--- src/rtl/watchdog_ctrl.sv ---
// Register-mapped controller for the watchdog timer: CTRL/KICK/STATUS/ID.
// Optional CTRL write lock enabled by defining WDT_CTRL_LOCK_EN.
module watchdog_ctrl #(
  parameter int unsigned RST_STRETCH = 16,
  parameter logic [7:0]  KEY1        = 8'h55,
  parameter logic [7:0]  KEY2        = 8'hAA
) (
  input  logic       clk,
  input  logic       rst,
  input  logic       wr_en,
  input  logic [1:0] addr,
  input  logic [7:0] wdata,
  output logic [7:0] rdata,
  input  logic       pc_rst,
  output logic       EN,
  output logic       prescale_0,
  output logic       prescale_1,
  output logic       prescale_2,
  output logic       watchdog_rst,
  output logic       cpu_rst
);

  localparam logic K_IDLE  = 1'b0;
  localparam logic K_ARMED = 1'b1;
  localparam logic [7:0] ID_VAL = 8'hA5;
  localparam logic [7:0] STRETCH_LD = 8'(RST_STRETCH);

  logic       en_q, en_d;
  logic [2:0] presc_q, presc_d;
  logic       fired_q, fired_d;
  logic       kerr_q, kerr_d;
  logic       kst_q, kst_d;
  logic [7:0] stretch_q, stretch_d;
  logic       wdrst_q, wdrst_d;
  logic       sync1_q, sync2_q, prev_q, fire_q;
  logic       lock_rd;

  logic ctrl_wr, kick_wr, sts_wr;
  logic kick_ok, kerr_set;

`ifdef WDT_CTRL_LOCK_EN
  logic lock_q, lock_d;
  assign ctrl_wr = wr_en && addr == 2'd0 && !lock_q;
  assign lock_d  = lock_q | (ctrl_wr & wdata[7]);
  assign lock_rd = lock_q;
`else
  assign ctrl_wr = wr_en && addr == 2'd0;
  assign lock_rd = 1'b0;
`endif

  // A pending fire masks the kick so the fire alone decides the FSM
  assign kick_wr = wr_en && addr == 2'd1 && !fire_q;
  assign sts_wr  = wr_en && addr == 2'd2;

  always_comb begin
    kst_d    = kst_q;
    kick_ok  = 1'b0;
    kerr_set = 1'b0;
    if (fire_q) begin
      kst_d = K_IDLE;
    end else if (kick_wr) begin
      if (kst_q == K_IDLE) begin
        if (wdata == KEY1) kst_d = K_ARMED;
        else kerr_set = 1'b1;
      end else begin
        kst_d = K_IDLE;
        if (wdata == KEY2) kick_ok = 1'b1;
        else kerr_set = 1'b1;
      end
    end
  end

  always_comb begin
    en_d    = en_q;
    presc_d = presc_q;
    if (ctrl_wr) begin
      en_d    = wdata[0];
      presc_d = wdata[3:1];
    end
    fired_d = fire_q | (fired_q & ~(sts_wr & wdata[0]));
    kerr_d  = kerr_set | (kerr_q & ~(sts_wr & wdata[1]));
    if (fire_q) stretch_d = STRETCH_LD;
    else if (stretch_q != 8'd0) stretch_d = stretch_q - 8'd1;
    else stretch_d = 8'd0;
    wdrst_d = ctrl_wr | kick_ok | fire_q;
  end

  always_ff @(posedge clk) begin
    if (rst) begin
      en_q      <= 1'b0;
      presc_q   <= 3'b000;
      fired_q   <= 1'b0;
      kerr_q    <= 1'b0;
      kst_q     <= K_IDLE;
      stretch_q <= 8'd0;
      wdrst_q   <= 1'b1;
      sync1_q   <= 1'b0;
      sync2_q   <= 1'b0;
      prev_q    <= 1'b0;
      fire_q    <= 1'b0;
`ifdef WDT_CTRL_LOCK_EN
      lock_q    <= 1'b0;
`endif
    end else begin
      en_q      <= en_d;
      presc_q   <= presc_d;
      fired_q   <= fired_d;
      kerr_q    <= kerr_d;
      kst_q     <= kst_d;
      stretch_q <= stretch_d;
      wdrst_q   <= wdrst_d;
      sync1_q   <= pc_rst;
      sync2_q   <= sync1_q;
      prev_q    <= sync2_q;
      fire_q    <= sync2_q & ~prev_q;
`ifdef WDT_CTRL_LOCK_EN
      lock_q    <= lock_d;
`endif
    end
  end

  always_comb begin
    rdata = 8'h00;
    case (addr)
      2'd0: rdata = {lock_rd, 3'b000, presc_q, en_q};
      2'd1: rdata = 8'h00;
      2'd2: rdata = {4'b0000, kst_q, cpu_rst, kerr_q, fired_q};
      default: rdata = ID_VAL;
    endcase
  end

  assign cpu_rst      = stretch_q != 8'd0;
  assign EN           = en_q;
  assign prescale_0   = presc_q[0];
  assign prescale_1   = presc_q[1];
  assign prescale_2   = presc_q[2];
  assign watchdog_rst = wdrst_q;

endmodule

--- config.mk ---
export PLATFORM = sky130hd
export DESIGN_NAME = watchdog_ctrl
export DESIGN_NICKNAME = d
export VERILOG_FILES = /design/src/rtl/watchdog_ctrl.sv
export SDC_FILE = /design/constraint.sdc
export NUM_CORES = 1
export LEC_CHECK = 0
export ABC_AREA = 1
export CELL_PAD_IN_SITES_DETAIL_PLACEMENT = 0
export CELL_PAD_IN_SITES_GLOBAL_PLACEMENT = 1
export CORE_MARGIN = 2
export CORE_UTILIZATION = 35
export CTS_CLUSTER_DIAMETER = 30
export CTS_CLUSTER_SIZE = 8
export DETAILED_ROUTE_END_ITERATION = 7
export PLACE_DENSITY = 0.86
export SYNTH_ARGS = -nofsm -noshare
export SYNTH_HDL_FRONTEND = slang
export SYNTH_SLANG_ARGS = --single-unit
--- constraint.sdc ---
create_clock -name clk -period 2.3 [get_ports clk]
set_input_delay 0.46 -clock clk [delete_from_list [all_inputs] [get_ports clk]]
set_output_delay 0.46 -clock clk [all_outputs]
set_load 0.01 [all_outputs]
Word level (Yosys, flattened, before mapping):

Cells that the tools add are included.
Widths: inputs -> output; s select.

* add/sub/neg operators: 1
* multiply operators: 0
* divide/modulo/power cells: 0
* $lt $le $gt $ge: 0
* eq/ne operators: 4
* shifts and indexed selects: 0
* muxes and demuxes: 14
* bitwise gates (word level): 13
* reduce and logical (&&, ||, !) cells: 9

Operators by type and width (number)
* $pmux 8 s3: 1
* $mux 1: 11
* $mux 5: 2
* $eq 8x7->1 const B: 1
* $eq 8x8->1 const B: 1
* $reduce_bool 8->1: 1
* $sub 8x1->8 const B: 1
* $and 1x1->1: 5
* $logic_and 1x1->1: 4
* $not 1->1: 4
* $or 1x1->1: 4
* $reduce_or 3->1: 1
* $eq 2x1->1 const B: 1
* $eq 2x2->1 const B: 1
* $logic_not 2->1: 1
* $reduce_or 2->1: 1
* $logic_not 1->1: 1

* bits in registers: 20
* bits in latches: 0
* bits in writable memories: 0
* bits in read-only memories: 0
* bits of input ports: 14
* logic and storage cells: 53
* memories: 0

Longest topological paths before layout:

* depth after elaboration: 7
* mapped depth: 8
* gate-level depth less buffers: 8

Least setup slack after synthesis:

Ideal clock, no wire load.

* path kind: register to output
* from: register stretch_q[0]
* to: output port rdata[2]
* data arrival time: 1.086 ns
* required time: 1.840 ns
* setup slack: 0.754 ns
* cell stages (with the launch flop): 8
* buffers on the path: 0
* path through: dfxtp_1 > inv_1 > ha_1 > nand2_1 > nor2_2 > nand4_2 > nand2_1 > nand3_1

* word-level cells in the longest chain between the ends: 2

Ends and longest elaborated chain
* from (decl): RTL line 33 `logic [7:0] stretch_q, stretch_d;`
* from (signal assigned): RTL line 110 `stretch_q <= stretch_d;`
* $reduce_bool 8->1: RTL line 132 `assign cpu_rst = stretch_q != 8'd0;`
* via cpu_rst: RTL line 20 `output logic cpu_rst`
* $pmux 8 s3: RTL line 124 `case (addr)`
* to (decl): RTL line 13 `output logic [7:0] rdata,`

The timed path passes the listed nets, and every way through them passes these cells.

Final worst setup path:

* from: register stretch_q[0]
* to: output port rdata[2]

* word-level cells in the longest chain between the ends: 2

Ends and longest elaborated chain (RTL line)
* $reduce_bool 8->1: 132
* $pmux 8 s3: 124

No other way between the ends.

==> metrics <==
status=completed; fin cells=193; HP Start=prev_q; P&R area growth vs syn=37.7%; total track usage=0.129; ys flop type=dfxtp_1; Final Net Count=approximately 180; Yosys top cell area share=0.415; top-count cell post-synth=nand2_1; pwr dens=987 nW/µm²; ANT cells=0; vias in the first global route=804; core area=2690 µm²; reg2reg setup slack=1.02 ns; Async S/R FF share, synth=0; 1st-pass router iterations=4; count of different cell masters after synthesis=27; CTS Buf Count=3; crit-path max FO=5; post-DP HPWL=1560 µm; VDD IR max=0.582 mV; CTS Buffer Depth=2; HP Class=reg2reg; final WL=approximately 2000 µm; max-slew violation count=0; Die Area=3190 µm²; global-route wire length before repair=between 3000 and 4000 µm; Seq/Total Area, Yosys=0.415; share of cells above drive strength 1=0.154; routed via count=860; xor/xnor share of the synthesized area=0.0182; DR WL/cell=10.2 µm; WP data arrival=1.71 ns; largest net degree at the start of global routing=13; Row Count=19; CTS Hold Buffers Added=0; H-tree levels=1; Crit Reg-Reg Startpoint=stretch_q[0]; initial antenna violation count=0; post-synthesis mux area share=0; final hold slack=0.399 ns; Leak=0.577 nW; layer with the highest usage=met2; fillcell total=285; main combinational cell family by area after synthesis=simple AND/OR/NAND/NOR gates; met3 usage=0.0253; Area after DPL=1250 µm²; Synth top cells by count=26 x nand2_1, 20 x dfxtp_1, 19 x nor2_1; Clk pin slew, worst setup/hold paths=0.11 ns; YS warnings=0; CTS Sinks=20; critical path class=reg2out; placer congestion estimate=0.735; FMAX=between 400 and 500 MHz; Mapped Area=between 900 and 1000 µm²; final setup fails=0; hold endpoint=fire_q; Reg area=400 µm²; complex-gate fraction of the synthesized area=0.110; min Tclk post-route=2.17 ns; Skew-Pair Late Insertion Delay=0.29 ns; largest area contributor in the netlist=dfxtp_1; worst path setup slack after routing=0.134 ns; Setup crit end kind=output port; dpl cells=188; RSZ-0062 raised after global routing=false; hold-critical path depth=1; met2 Usage GRT=0.218; cell count after synthesis=132; area of the multi-input gates=480 µm²; PortBufs=25; critical path launch point type=flip-flop; post-route cell area=1330 µm²; DR DRC count=0; Vias/cell=4.46; Period Utilization, post-route=0.942; starting density of the core=0.359; Post-Synth Adder-Cell Area=0.0130; Die W=~57 µm; post-synthesis simple-gate area fraction=0.332; syn_area_per_cell=7.31 µm²; clk_skew=0.00217 ns; #FFs+latches synth=20; worst slack, placed=-0.110 ns; Critical R2R Capture=stretch_q[5]; cells taking the most area after synthesis=dfxtp_1 42%, nand2_1 10%, nor2_1 7.4%; Tot Pwr=0.00131 W; total grt overflow=0; clock root buffer=clkbuf_4; IO Pins=28; number of synthesized flops with an enable pin=0; GRT met1 Usage=0.160; Die H=56.5 µm; worst r2r path cells=7; CP required=1.84 ns; DRT antenna net count=0; MaxCap Viol Count=0; Starting DRT DRC Count=13; CTS tree=yes; Final Hold Viols=0
## timing repair
item / in CTS / in global routing
resized for setup: 4 / 3
setup endpoints to repair: 4 / 2
endpoints found under the hold margin: 0 / 0
buffers inserted: 1 / 0
pin swaps: 3 / 0
## per-layer routing
| metal | wire [µm] | vias up |
|---|---|---|
| li1 | - | 469 |
| met1 | 934 | 376 |
| met2 | 940 | 15 |
| met3 | 85 | 0 |
| met4 | 0 | 0 |
| met5 | 0 | - |
## layout by cell type, fill, tap and decap left out, drive strengths merged
master          n
dfxtp          20
nand4           3
o21ai           5
a22o            1
o21bai          1
a211oi          2
bufinv          1
dlymetal6s2s    1
inv            20
nand2          29
nor2           23
clkbuf          3
dlygate4sd2     3
or2             1
buf             4
xor2            2
ha              1
clkdlybuf4s50  21
nor3            2
a21oi           8
conb            2
nand3           9
## worst max-delay path: stages (launching register included)
cell and delay [ns]:
dfxtp_1 0.33, inv_1 0.07, ha_1 0.20, nand2_2 0.10
nor2_4 0.14, nand4_4 0.13, nand2_1 0.10, nand3_1 0.06
dlygate4sd2_1 0.28
## flip-flops by register name, summed over array words and instances, names as in the netlist
name	flops
stretch_q	8
presc_q	3
EN	1
fire_q	1
fired_q	1
kerr_q	1
kst_q	1
prev_q	1
sync1_q	1
sync2_q	1
watchdog_rst	1
## cell type report
cell class,instances,share of cell area
repair buffers,29,0.210
well taps,31,0.0292
clock inverters,1,0.0226
multi-input cells,89,0.362
inverters,20,0.0584
clock buffers,3,0.0169
flip-flops and latches,20,0.301
## per-stage QoR
stage               utilization  TNS (ns)
detailed placement        0.467    -0.300
global placement          0.467    -0.231
finish                    0.495         0
floorplan                     -         0
CTS                       0.491         0
global route              0.495         0
## cell families after synthesis
| group | Yosys count |
|---|---|
| simple gates | 67 |
| buf+inv | 24 |
| flops | 20 |
| compound gates | 17 |
| xor+xnor | 2 |
| fa+ha+maj | 1 |
| other cells | 1 |
## how the worst max path moves through the flow
stage            startpoint        to  slack (ns)  cells after the start
5_1_grt        stretch_q[0]  rdata[2]       0.006                      8
6_report       stretch_q[0]  rdata[2]        0.13                      8
3_3_place_gp        addr[1]  rdata[1]       -0.09                      5
3_5_place_dp        addr[1]  rdata[1]       -0.11                      5
2_1_floorplan  stretch_q[0]  rdata[2]        0.75                      7
4_1_cts        stretch_q[0]   cpu_rst       0.002                      6
## power breakdown
part	internal, W	switching (W)	total (W)
Combinational	0.000235	0.000321	0.000555
Sequential	0.000422	0.0000526	0.000475
Clock	0.000176	0.000105	0.000281
(Power assumes the default switching activity.)
